`src/rtl/flag_register_unit.sv`:
```
// Condition-code register for the execute stage.
// Holds {V,Z,N,C}, evaluates conditional jumps against the stored flags,
// and keeps a single-level shadow copy for interrupt entry and RTI.
module flag_register_unit #(
    parameter logic [3:0] RESET_FLAGS = 4'b0000
) (
    input  logic       clk,
    input  logic       rst,
    input  logic       stall,
    input  logic       alu_ovf,
    input  logic       alu_zero,
    input  logic       alu_neg,
    input  logic       alu_carry,
    input  logic [3:0] flag_wr_en,
    input  logic       jmp_valid,
    input  logic [1:0] jmp_cond,
    input  logic       int_save,
    input  logic       rti_restore,
    output logic [3:0] flags,
    output logic       jmp_taken,
    output logic       shadow_valid
);

    // Bit positions within {V,Z,N,C}
    localparam int unsigned BIT_Z = 2;
    localparam int unsigned BIT_N = 1;
    localparam int unsigned BIT_C = 0;

    logic [3:0] flags_q, flags_d;
    logic [3:0] shadow_q, shadow_d;
    logic       shadow_valid_q, shadow_valid_d;

    logic [3:0] alu_flags;
    logic       cond_met;
    logic [3:0] clr_mask;
    logic       restore_eff;

    assign alu_flags = {alu_ovf, alu_zero, alu_neg, alu_carry};

    // Jump condition on the registered flags, plus which bit a taken jump clears
    always_comb begin
        cond_met = 1'b0;
        clr_mask = 4'b0000;
        case (jmp_cond)
            2'b00: cond_met = 1'b1;
            2'b01: begin
                cond_met        = flags_q[BIT_Z];
                clr_mask[BIT_Z] = 1'b1;
            end
            2'b10: begin
                cond_met        = flags_q[BIT_N];
                clr_mask[BIT_N] = 1'b1;
            end
            2'b11: begin
                cond_met        = flags_q[BIT_C];
                clr_mask[BIT_C] = 1'b1;
            end
            default: begin
                cond_met = 1'b0;
                clr_mask = 4'b0000;
            end
        endcase
        jmp_taken = jmp_valid & cond_met;
    end

    // Next-state: restore beats everything; otherwise jump-clear beats mask per bit,
    // and a save snapshots the pre-update flags in parallel
    always_comb begin
        flags_d        = flags_q;
        shadow_d       = shadow_q;
        shadow_valid_d = shadow_valid_q;
        restore_eff    = rti_restore & shadow_valid_q;
        if (!stall) begin
            if (restore_eff) begin
                flags_d        = shadow_q;
                shadow_valid_d = 1'b0;
            end else begin
                for (int i = 0; i < 4; i++) begin
                    if (jmp_taken && clr_mask[i]) begin
                        flags_d[i] = 1'b0;
                    end else if (flag_wr_en[i]) begin
                        flags_d[i] = alu_flags[i];
                    end
                end
                if (int_save) begin
                    shadow_d       = flags_q;
                    shadow_valid_d = 1'b1;
                end
            end
        end
    end

    // State registers with synchronous reset that overrides stall
    always_ff @(posedge clk) begin
        if (rst) begin
            flags_q        <= RESET_FLAGS;
            shadow_q       <= RESET_FLAGS;
            shadow_valid_q <= 1'b0;
        end else begin
            flags_q        <= flags_d;
            shadow_q       <= shadow_d;
            shadow_valid_q <= shadow_valid_d;
        end
    end

    assign flags        = flags_q;
    assign shadow_valid = shadow_valid_q;

endmodule

```
`config.mk`:
```
export PLATFORM = sky130hd
export DESIGN_NAME = flag_register_unit
export DESIGN_NICKNAME = d
export VERILOG_FILES = /design/src/rtl/flag_register_unit.sv
export SDC_FILE = /design/constraint.sdc
export NUM_CORES = 1
export LEC_CHECK = 0
export ABC_CLOCK_PERIOD_IN_PS = 1600
export CAP_MARGIN = 40
export CORE_AREA = 3 3 40 42
export DETAILED_ROUTE_END_ITERATION = 7
export DIE_AREA = 0 0 43 45
export PLACE_DENSITY_LB_ADDON = 0.05
export SLEW_MARGIN = 10
export SYNTH_ARGS = -nofsm -noshare
export SYNTH_HDL_FRONTEND = slang
export SYNTH_SLANG_ARGS = --single-unit
export TNS_END_PERCENT = 20
```
`constraint.sdc`:
```
create_clock -name clk -period 1.6 [get_ports clk]
set_clock_uncertainty 0.05 [all_clocks]
set_input_delay 0.48 -clock clk [delete_from_list [all_inputs] [get_ports clk]]
set_output_delay 0.48 -clock clk [all_outputs]
set_load 0.01 [all_outputs]
```
==> metrics.md <==
| Metric | Value |
|---|---|
| Startpoint type of the worst setup path | `input pin` |
| Sw Share | `26.9%` |
| Placed insts | `106` |
| Fmax | `641 MHz` |
| Setup violators final | `0` |
| Routed Wire Length | `~1400 um` |
| Sink Count | `9` |
| Initial antenna violation count | `0` |
| Max-slew headroom | `74.7%` |
| Die Wd | `43 um` |
| CTS tree | `built` |
| Syn_nets | `77` |
| Vias per inst | `5.15` |
| Power per cell area | `approximately 700 nW/um^2` |
| Tmin final | `roughly 1.6 ns` |
| Total track usage | `15.8%` |
| Syn Std Cell Area | `524 sq um` |
| Ports | `22` |
| Post-route setup TNS | `0 ns` |
| Non-Filler Instances | `110` |
| Worst EP required | `1.07 ns` |
| Root Driver | `clkbuf_4` |
| RSZ-0062 raised after global routing | `no` |
| Starting Density | `around two fifths` |
| Internal Power | `422 uW` |
| Fin crit share | `97.6%` |
| Hold Fails Final Rpt | `0` |
| Layout area overhead | `58.9%` |
| Post-synthesis instance total | `61` |
| Fraction of registers with async set/reset | `0%` |
| Hold Worst Slack | `around 0.43 ns` |
| Wire per inst | `13.0 um` |
| EDFF count, synth | `0` |
| Crit-path max FO | `3` |
| Ys flop type | `dfxtp_1` |
| Yosys Warn Count | `0` |
| TritonCTS Buffers | `3` |
| Number of global-route vias before repair | `524` |
| Synthesized area per cell | `~8.6 sq um` |
| Finished Cell Area | `833 sq um` |
| # fillers | `118` |
| Clk slew on worst S/H paths | `0.06 ns` |
| Max Root-Sink Buffers | `2` |
| Hold Path Class | `reg -> reg` |
| Antenna diodes | `0` |
| Layout cells sized above 1 | `29.5%` |
| Yosys reg bits | `9` |
| Status | `complete, no violations` |
| Worst VDD drop | `447 uV` |
| Critical path class | `in -> out` |
| Routed Antenna Nets | `0` |
| Core Footprint | `around 1300 sq um` |
| Distinct cells, synth | `22` |
| Routability Congestion | `a little over 0.8` |
| Num rows | `13` |
| Die area | `1940 sq um` |
| Setup Fix Bufs, Post-CTS | `0` |
| Slew Limit Fails | `0` |
| DR vias | `567` |
| First-pass GRT wire length | `between 2000 and 2500 um` |
| Worst Tran Pin Value | `0.378 ns` |
| Cell Area, Placed | `817 sq um` |
| CP Capture Type | `output pin` |
| Die Ht | `45 um` |
| Setup Slack @ Placement | `-0.741 ns` |
| Largest net degree at the start of global routing | `10` |
| Port bufs | `21` |
| DRT iter0 DRCs | `8` |
| DRC errors left | `0` |
| Setup ws final | `0.0390 ns` |
| Power share of the combinational group | `27.8%` |
| Post-synthesis sequential area ratio | `between 30% and 40%` |
| Clock network power share | `between 30% and 40%` |
| Static leakage | `between 0.0003 and 0.0004 uW` |
| TritonRoute pass-1 iters | `4` |
| Sequential share of power | `between 40% and 50%` |
| Critical path arrival | `1.03 ns` |
| Worst-Skew Late Latency | `0.25 ns` |
| Max Cap Viol | `0` |
| H-tree levels | `1` |
| Detailed Place HPWL | `1100 um` |
| Fin nets | `around 110` |
| Gr ovfl total | `0` |
| Net switching power | `roughly 150 uW` |
-- metrics by stage --
| stage | utilization [%] | total power, uW |
|---|---|---|
| 2_1_floorplan | - | 318 |
| 3_3_place_gp | 63.6 | 414 |
| 3_5_place_dp | 63.6 | 416 |
| 4_1_cts | 65.2 | 582 |
| 5_1_grt | 64.8 | 604 |
| 6_report | 64.8 | 577 |
-- cells in the mapped netlist (all sizes together), types with 2 or more instances --
cell type	count	share of area, %
nand3	6	5.7
o21ai	5	4.8
mux2i	2	3.8
buf	3	5.0
nand2	2	1.9
nand2b	6	7.2
a211oi	4	8.6
a21o	4	5.7
dfxtp	9	34
a21oi	12	14
-- state kept, by name, summed over array words and instances, names as in the netlist --
register,count
flags,4
shadow_q,4
shadow_valid,1
-- cells by family (layout without fill, tap and decap cells) --
group / after synthesis / in the layout / synth area share, %
compound gates: 27 / 27 / 35.3
simple gates: 19 / 19 / 20.8
flops: 9 / 9 / 34.4
buf+inv: 4 / 38 / 5.73
mux: 2 / 2 / 3.82
-- power groups by stage --
stage | sequential [uW] | combinational, uW | clock, uW
final | 243 | 160 | 173
after global routing | 244 | 174 | 186
after CTS | 242 | 161 | 179
after detailed placement | 247 | 169 | 0
after global placement | 247 | 167 | 0
after floorplan | 255 | 63.6 | 0
-- critical path, cell delays in order --
cell and delay (ns):
buf_2 0.13, mux2i_1 0.21, a21oi_1 0.08, buf_2 0.14
-- timing repair --
action	in CTS	in global routing
setup endpoints to repair	6	4
hold buffers	0	0
gates resized for setup	16	5
-- metal layers --
metal / up-vias / track usage [%] / wire, um
li1: 294 / - / -
met1: 260 / 19.8 / 640
met2: 13 / 26.0 / 705
met3: 0 / 4.38 / 83
met4: 0 / 6.02 / 0
met5: - / 0 / 0
-- area by class of cell --
class,count,area (sq um),area share (%)
Sequential cell,9,180,21.6
Tap cell,15,18.8,2.25
Timing Repair Buffer,33,278,33.3
Inverter,1,3.75,0.450
Multi-Input combinational cell,48,327,39.2
Clock buffer,4,26.3,3.15
-- worst paths after layout --
path / from / end / slack, ns / cells past startpoint
setup / recovery: jmp_cond[0] / jmp_taken / 0.04 / 4
hold / removal: shadow_q[3] / shadow_q[3] / 0.43 / 2
setup reg to reg: shadow_valid / shadow_q[1] / 0.45 / 4
hold reg to reg: shadow_q[3] / shadow_q[3] / 0.43 / 2
-- layout by cell type, fill, tap and decap left out --
cell type and n:
inv_1 1, a21oi_2 3, clkbuf_1 1, a211oi_2 3, nand3_1 6, nor2_1 1, and2_2 1, nand2b_1 5
dfxtp_1 9, buf_4 12, nand4_1 1, o21ai_0 4, clkbuf_2 1, nand4b_1 1, a211oi_1 1, nand2_2 1
a21oi_1 9, nand2_1 1, o21ai_2 1, o22ai_1 1, dlygate4sd2_1 6, buf_2 2, clkdlybuf4s50_1 12, clkbuf_4 3
nand2b_4 1, nor2b_1 1, a21o_1 4, mux2i_1 2, o211ai_1 1
Power figures use the tool's default switching activity.
